[config.mk]
export PLATFORM = sky130hd
export DESIGN_NAME = fifo_wptr_full_flat
export DESIGN_NICKNAME = d
export VERILOG_FILES = /design/src/rtl/fifo_wptr_full_if.sv /design/src/rtl/fifo_wptr_full.sv /design/src/flat_wrapper.sv
export SDC_FILE = /design/constraint.sdc
export NUM_CORES = 1
export LEC_CHECK = 0
export ABC_AREA = 1
export CAP_MARGIN = 20
export CORE_AREA = 2 2 67 50
export CTS_CLUSTER_SIZE = 40
export DETAILED_ROUTE_END_ITERATION = 8
export DIE_AREA = 0 0 69 52
export PLACE_DENSITY_LB_ADDON = 0.3
export SETUP_SLACK_MARGIN = 0.5
export SKIP_CTS_REPAIR_TIMING = 1
export SYNTH_ARGS = -nofsm -noshare
export SYNTH_HDL_FRONTEND = slang
export SYNTH_SLANG_ARGS = --single-unit
export TNS_END_PERCENT = 30
[constraint.sdc]
create_clock -name wclk -period 2.5 [get_ports wclk]
set_input_delay 0.5 -clock wclk [delete_from_list [all_inputs] [get_ports wclk]]
set_output_delay 0.5 -clock wclk [all_outputs]
set_load 0.05 [all_outputs]
[src/rtl/fifo_wptr_full_if.sv]
// Write-side bus of the async FIFO write-pointer block.
// walmost_full exists only when FIFO_WPTR_ALMOST_FULL_EN is defined.
interface fifo_wptr_full_if #(
  parameter int ADDRSIZE = 4
);
  logic                winc;
  logic [ADDRSIZE:0]   rptr;
  logic                wovf_clr;
  logic [ADDRSIZE-1:0] waddr;
  logic [ADDRSIZE:0]   wptr;
  logic                wfull;
  logic [ADDRSIZE:0]   wlevel;
  logic                wovf;
`ifdef FIFO_WPTR_ALMOST_FULL_EN
  logic                walmost_full;
`endif

  modport master (
    output winc, rptr, wovf_clr,
    input  waddr, wptr, wfull, wlevel, wovf
`ifdef FIFO_WPTR_ALMOST_FULL_EN
    , input walmost_full
`endif
  );

  modport slave (
    input  winc, rptr, wovf_clr,
    output waddr, wptr, wfull, wlevel, wovf
`ifdef FIFO_WPTR_ALMOST_FULL_EN
    , output walmost_full
`endif
  );
endinterface

[src/rtl/fifo_wptr_full.sv]
// Write-domain pointer, full flag, fill level and sticky overflow for the async FIFO.
// Optional almost-full output enabled by defining FIFO_WPTR_ALMOST_FULL_EN.
module fifo_wptr_full #(
  parameter int ADDRSIZE  = 4,
  parameter int AF_MARGIN = 2
) (
  input  logic               wclk,
  input  logic               wrst_n,
  fifo_wptr_full_if.slave    bus
);
  localparam int DEPTH = 1 << ADDRSIZE;

  logic [ADDRSIZE:0] wq1_reg;
  logic [ADDRSIZE:0] wq2_reg;
  logic [ADDRSIZE:0] wbin_reg;
  logic [ADDRSIZE:0] wptr_reg;
  logic [ADDRSIZE:0] wlevel_reg;
  logic              wfull_reg;
  logic              wovf_reg;

  logic              acc;
  logic [ADDRSIZE:0] wbin_next;
  logic [ADDRSIZE:0] wgray_next;
  logic [ADDRSIZE:0] rbin_s;
  logic [ADDRSIZE:0] full_cmp;
  logic [ADDRSIZE:0] level_next;
  logic              wfull_next;
  logic              wovf_next;

  assign acc        = bus.winc & ~wfull_reg;
  assign wbin_next  = wbin_reg + {{ADDRSIZE{1'b0}}, acc};
  assign wgray_next = wbin_next ^ (wbin_next >> 1);

  // Gray-to-binary: each binary bit is the XOR of all Gray bits at or above it.
  generate
    for (genvar gi = 0; gi <= ADDRSIZE; gi++) begin : g_g2b
      assign rbin_s[gi] = ^wq2_reg[ADDRSIZE:gi];
    end
  endgenerate

  assign full_cmp   = {~wq2_reg[ADDRSIZE:ADDRSIZE-1], wq2_reg[ADDRSIZE-2:0]};
  assign wfull_next = (wgray_next == full_cmp);
  assign level_next = wbin_next - rbin_s;

  always_comb begin
    wovf_next = wovf_reg;
    if (bus.winc & wfull_reg)
      wovf_next = 1'b1;
    else if (bus.wovf_clr)
      wovf_next = 1'b0;
  end

  always_ff @(posedge wclk or negedge wrst_n) begin
    if (!wrst_n) begin
      wq1_reg    <= '0;
      wq2_reg    <= '0;
      wbin_reg   <= '0;
      wptr_reg   <= '0;
      wfull_reg  <= 1'b0;
      wlevel_reg <= '0;
      wovf_reg   <= 1'b0;
    end else begin
      wq1_reg    <= bus.rptr;
      wq2_reg    <= wq1_reg;
      wbin_reg   <= wbin_next;
      wptr_reg   <= wgray_next;
      wfull_reg  <= wfull_next;
      wlevel_reg <= level_next;
      wovf_reg   <= wovf_next;
    end
  end

  assign bus.waddr  = wbin_reg[ADDRSIZE-1:0];
  assign bus.wptr   = wptr_reg;
  assign bus.wfull  = wfull_reg;
  assign bus.wlevel = wlevel_reg;
  assign bus.wovf   = wovf_reg;

`ifdef FIFO_WPTR_ALMOST_FULL_EN
  localparam logic [ADDRSIZE:0] AF_THRESH = (ADDRSIZE+1)'(DEPTH - AF_MARGIN);

  logic walmost_full_reg;

  always_ff @(posedge wclk or negedge wrst_n) begin
    if (!wrst_n)
      walmost_full_reg <= 1'b0;
    else
      walmost_full_reg <= (level_next >= AF_THRESH);
  end

  assign bus.walmost_full = walmost_full_reg;
`endif
endmodule

[src/flat_wrapper.sv]
// flat-port wrapper written by rule: the top's interface ports become plain ports
module fifo_wptr_full_flat 
#(
  parameter int ADDRSIZE  = 4,
  parameter int AF_MARGIN = 2
)
  (wclk, wrst_n, bus_winc, bus_rptr, bus_wovf_clr, bus_waddr, bus_wptr, bus_wfull, bus_wlevel, bus_wovf);
  fifo_wptr_full_if #(.ADDRSIZE(ADDRSIZE)) bus_i ();
  input  logic wclk;
  input  logic wrst_n;
  input wire logic [$bits(bus_i.winc)-1:0] bus_winc;
  input wire logic [$bits(bus_i.rptr)-1:0] bus_rptr;
  input wire logic [$bits(bus_i.wovf_clr)-1:0] bus_wovf_clr;
  output wire logic [$bits(bus_i.waddr)-1:0] bus_waddr;
  output wire logic [$bits(bus_i.wptr)-1:0] bus_wptr;
  output wire logic [$bits(bus_i.wfull)-1:0] bus_wfull;
  output wire logic [$bits(bus_i.wlevel)-1:0] bus_wlevel;
  output wire logic [$bits(bus_i.wovf)-1:0] bus_wovf;
  assign bus_i.winc = bus_winc;
  assign bus_i.rptr = bus_rptr;
  assign bus_i.wovf_clr = bus_wovf_clr;
  assign bus_waddr = bus_i.waddr;
  assign bus_wptr = bus_i.wptr;
  assign bus_wfull = bus_i.wfull;
  assign bus_wlevel = bus_i.wlevel;
  assign bus_wovf = bus_i.wovf;
  fifo_wptr_full #(.ADDRSIZE(ADDRSIZE), .AF_MARGIN(AF_MARGIN)) u_core (.wclk(wclk), .wrst_n(wrst_n), .bus(bus_i));
endmodule
Word level (Yosys, flattened, before mapping)
Index checks and enable logic that the tools add are counted.
- register bits: 27
- memory bits (writable): 0
- ROM bits: 0
- latch bits: 0
- word-level logic and storage cells: 22
- memories kept: 0
- $mul: 0
- bitwise logic cells: 5
- muxes and demuxes: 2
- $lt $le $gt $ge: 0
- shift-type cells: 0
- div/mod/pow operators: 0
- reductions and logical operators: 5
- $add $sub $neg: 2
- equal/unequal tests: 1
- operators with widths (cell ; number):
    $add A5 B1 Y5 ; 1
    $eq A5 B5 Y1 ; 1
    $reduce_xor A5 Y1 ; 1
    $sub A5 B5 Y5 ; 1
    $xor A5 B4 Y5 ; 1
    $reduce_xor A4 Y1 ; 1
    $reduce_xor A3 Y1 ; 1
    $and A1 B1 Y1 ; 2
    $mux W1 ; 2
    $not A2 Y2 ; 1
    $reduce_bool A2 Y1 ; 1
    $reduce_xor A2 Y1 ; 1
    $not A1 Y1 ; 1

Logic depth before layout (Yosys ltp)
- depth in word-level cells: 5
- mapped depth: 14
- gate-level depth less buffers: 14

Worst setup path before layout
No wires, ideal clock.
- path kind: reg-to-reg
- from: register u_core.wfull_reg, in the netlist u_core.bus.wfull
- to: register u_core.wlevel_reg[4], in the netlist u_core.bus.wlevel[4]
- arrival time: 2.190 ns
- setup slack: 0.245 ns
- clock period less this slack: 2.255 ns
- required time: 2.435 ns
- path buffers: 0
- cell stages (with the launch flop): 11
- cells stage by stage: dfrtp_1 > nor2_1 > ha_1 > ha_1 > inv_2 > fa_1 > inv_1 > nand3_1 > nand2_1 > nand3_1 > nand2_1
- longest elaborated chain between the ends: 4
- RTL lines (item ; line ; text):
    start: declaration ; fifo_wptr_full.sv:18 ; logic wfull_reg;
    start signal: assignment ; fifo_wptr_full.sv:67 ; wfull_reg <= wfull_next;
    $not A1 Y1 ; fifo_wptr_full.sv:30 ; assign acc = bus.winc & ~wfull_reg;
    $and A1 B1 Y1 ; fifo_wptr_full.sv:30 ;
    $add A5 B1 Y5 ; fifo_wptr_full.sv:31 ; assign wbin_next = wbin_reg + {{ADDRSIZE{1'b0}}, acc};
    net u_core.wbin_next[1] ; fifo_wptr_full.sv:22 ; logic [ADDRSIZE:0] wbin_next;
    $sub A5 B5 Y5 ; fifo_wptr_full.sv:43 ; assign level_next = wbin_next - rbin_s;
    net u_core.level_next[4] ; fifo_wptr_full.sv:26 ; logic [ADDRSIZE:0] level_next;
    end signal: assignment ; fifo_wptr_full.sv:68 ; wlevel_reg <= level_next;
    end: declaration ; fifo_wptr_full.sv:17 ; logic [ADDRSIZE:0] wlevel_reg;
The timed path passes the listed nets, and every way through them passes these cells.
A chain may end at the register's enable or synchronous reset.

Worst setup path after layout
- from: register u_core.wbin_reg[3]
- to: output port bus_waddr[3]
- RTL lines (item ; line ; text):
    start: declaration ; fifo_wptr_full.sv:15 ; logic [ADDRSIZE:0] wbin_reg;
    start signal: assignment ; fifo_wptr_full.sv:65 ; wbin_reg <= wbin_next;
    end: declaration ; flat_wrapper.sv:14 ; output wire logic [$bits(bus_i.waddr)-1:0] bus_waddr;
No word-level cell between the ends.

==> run_summary.xml <==
<?xml version="1.0" encoding="UTF-8"?>
<metrics>
  <group name="routing">
    <metric name="detailedRoute.firstIterationViolations" unit="">81</metric>
    <metric name="drt-pass1-iter-count" unit="">4</metric>
    <metric name="post_drt_wl_per_cell" unit="um">12.3</metric>
    <metric name="detailroute.via_count" unit="">1050</metric>
    <metric name="drt-vias-per-instance" unit="">4.84</metric>
    <metric name="antenna_left" unit="">0</metric>
    <metric name="drt_wl_total" unit="mm">2.66</metric>
    <metric name="remaining_drc_errors" unit="">0</metric>
  </group>
  <group name="clock_network">
    <metric name="cts_made_buffers" unit="">3</metric>
    <metric name="cts_root_buffer" unit="">sky130_fd_sc_hd__clkbuf_8</metric>
    <metric name="ctsHtreeMaxLevel" unit="">1</metric>
    <metric name="worstSkewPairLatency" unit="ns">0.27</metric>
    <metric name="cts-root-to-sink-buffers" unit="">2</metric>
    <metric name="clkSinkCount" unit="">26</metric>
    <metric name="tritoncts" unit="">built</metric>
    <metric name="clk_pin_slew_worst_paths" unit="ns">0.09</metric>
  </group>
  <group name="grt">
    <metric name="number_of_antenna_violations_at_the_first_check_in_global_routing" unit="">0</metric>
    <metric name="grt_pass1_wl" unit="mm">4.13</metric>
    <metric name="grt_pass1_vias" unit="">988</metric>
    <metric name="grt_max_degree" unit="">27</metric>
    <metric name="grtUsageTotal" unit="%">14.6</metric>
    <metric name="grt-ovfl-total" unit="">0</metric>
  </group>
  <group name="sta">
    <metric name="timing_worst_slew_pin_value" unit="ns">0.511</metric>
    <metric name="fmax" unit="GHz">0.477</metric>
    <metric name="hold_ws" unit="ns">0.355</metric>
    <metric name="grt_setup_unrepaired" unit="">true</metric>
    <metric name="timing.final.ws_setup" unit="ns">0.402</metric>
    <metric name="finalMaxSlewViolations" unit="">0</metric>
    <metric name="relSlewSlack" unit="%">65.8</metric>
    <metric name="final.period_utilization" unit="%">83.9</metric>
    <metric name="hold_viol_final" unit="">0</metric>
    <metric name="worst_clock_skew" unit="ns">0.00298</metric>
    <metric name="report.final.setup_viol" unit="">0</metric>
    <metric name="post-route-min-period" unit="ns">2.10</metric>
  </group>
  <group name="final_layout">
    <metric name="layout_common_cells" unit="">41 x sky130_fd_sc_hd__nand2_1, 24 x sky130_fd_sc_hd__dfrtp_1, 22 x sky130_fd_sc_hd__clkdlybuf4s50_1</metric>
    <metric name="leading_cell_type_in_the_layout_fill_and_taps_excluded" unit="">sky130_fd_sc_hd__nand2_1</metric>
    <metric name="antenna_cells_inserted" unit="">0</metric>
    <metric name="num-nets-final" unit="">195</metric>
    <metric name="layout.filler_cells" unit="">253</metric>
    <metric name="final_layout_size_suffix_gt1_share" unit="%">24.0</metric>
    <metric name="final_area" unit="sq um">1780</metric>
    <metric name="syn2layout_area_growth" unit="%">40.4</metric>
  </group>
  <group name="setup_path">
    <metric name="cp_data_required_time" unit="ns">2.00</metric>
    <metric name="timing.critical_path.from_type" unit="">register</metric>
    <metric name="setup.worst_path.end_class" unit="">output pin</metric>
    <metric name="timing.critical_path.max_delay_family" unit="">buffers and inverters</metric>
    <metric name="cp_slowest_cell" unit="">sky130_fd_sc_hd__clkdlybuf4s50_1</metric>
    <metric name="crit_type" unit="">register to output pin</metric>
    <metric name="critPathMaxFanout" unit="">7</metric>
    <metric name="path_cells" unit="">clkdlybuf4s50_1</metric>
    <metric name="cp_num_buf_inv" unit="">1</metric>
    <metric name="arrival" unit="ns">1.60</metric>
    <metric name="worst_path_largest_cell_delay" unit="ns">0.85</metric>
  </group>
  <group name="place">
    <metric name="dpl.hpwl" unit="mm">1.90</metric>
    <metric name="placedInstanceArea" unit="sq um">1590</metric>
    <metric name="preCtsSetupSlack" unit="ns">-0.0307</metric>
    <metric name="portBuffers" unit="">24</metric>
    <metric name="routabilityCongestion" unit="">0.915</metric>
  </group>
  <group name="worst_hold_path">
    <metric name="hp-class" unit="">register to register</metric>
  </group>
  <group name="synthesis">
    <metric name="mappedNetlistNets" unit="">159</metric>
    <metric name="synth_seq_cells" unit="">26</metric>
    <metric name="postSynthAreaPerCell" unit="sq um">8.81</metric>
    <metric name="synth-warning-count" unit="">0</metric>
    <metric name="netlist_instances" unit="">144</metric>
    <metric name="synth.yosys.seq_area_share" unit="%">51.3</metric>
    <metric name="synth.cell_area" unit="sq um">1270</metric>
    <metric name="synthDistinctLibCells" unit="">20</metric>
  </group>
  <group name="floorplanning">
    <metric name="design.die.area" unit="sq um">3590</metric>
    <metric name="ioPinCount" unit="">25</metric>
    <metric name="die_x" unit="um">69</metric>
    <metric name="chipHeight" unit="um">52</metric>
    <metric name="design.core.area" unit="sq um">2980</metric>
    <metric name="rows" unit="">17</metric>
    <metric name="starting_utilization_of_the_core_area" unit="%">42.6</metric>
  </group>
  <group name="pwr">
    <metric name="ir_worst_vdd" unit="V">0.000546</metric>
    <metric name="p_leak" unit="nW">0.893</metric>
    <metric name="power.density_cell_area" unit="nW/um^2">1510</metric>
    <metric name="total_power" unit="mW">2.69</metric>
  </group>
  <group name="outcome">
    <metric name="run_status" unit="">finished clean</metric>
  </group>
  <group name="flow_run">
    <metric name="max-cap-violations" unit="">0</metric>
  </group>
</metrics>
==> kinds of logic (layout without fill, tap and decap cells) <==
logic type	after synthesis	in the layout	synth area share (%)
adders and majority gates	6	6	6.51
AOI/OAI and AO/OA	3	3	1.38
DFF	26	26	51.3
and+or+nand+nor	79	79	29.0
xor gates and xnor gates	6	6	4.14
buffers and inverters	24	59	7.69
==> path summary, 6_finish.rpt <==
check,endpoint,from,slack (ns),cells past startpoint
worst max register to register,u_core.bus.wlevel[4],u_core.wq2_reg[3],0.45,13
max in group asynchronous,u_core.bus.wfull,wrst_n,1.66,2
min in group asynchronous,u_core.bus.wovf,wrst_n,0.59,2
worst min register to register,u_core.wq2_reg[4],u_core.wq1_reg[4],0.35,0
worst min-delay path,u_core.wq2_reg[4],u_core.wq1_reg[4],0.35,0
worst max-delay path,bus_waddr[3],u_core.wbin_reg[3],0.40,1
==> stage by stage <==
step	TNS (ns)	cells	util (%)
after CTS	0	212	55.6
after global routing	0	217	59.8
after global placement	0	208	53.2
final	0	217	59.8
after detailed placement	-0.0307	208	53.2
after floorplan	0	144	-
==> cell usage after synthesis, drive strengths merged <==
library cell	n	share of area, %
dfrtp	26	51
nand4	4	2.0
a21boi	1	0.59
o21ai	1	0.39
nand3	19	8.3
buf	1	0.89
nor2	4	1.4
xnor2	1	0.69
inv	22	6.5
ha	5	4.9
a21oi	1	0.39
fa	1	1.6
nand2	52	17
xor2	5	3.5
clkinv	1	0.30
==> report_power, final <==
group          switching [mW]  leakage, nW  internal, mW  total [mW]
clock network           0.128       0.0357         0.214       0.342
logic                    1.05        0.548         0.623        1.67
registers               0.108        0.309         0.562       0.670
total                    1.29        0.893          1.40        2.69
==> final cells by class <==
class / instances / area, sq um / share of cell area, %
clock buffer: 3 / 41.3 / 2.32
clock inverter: 1 / 30.0 / 1.69
inverter: 23 / 86.3 / 4.85
multi-input combinational: 94 / 618 / 34.7
sequential: 26 / 653 / 36.7
tap: 38 / 47.5 / 2.67
timing repair buffer: 32 / 305 / 17.1
==> routing by layer <==
| layer | vias to the layer above | global-route usage [%] | share of wire, % |
|---|---|---|---|
| li1 | 518 | - | - |
| met1 | 500 | 18.2 | 45 |
| met2 | 28 | 24.2 | 47 |
| met3 | 4 | 5.04 | 6.3 |
| met4 | 0 | 4.58 | 1.2 |
| met5 | - | 0 | 0 |
Note: power is estimated with default switching activity, not from simulation.
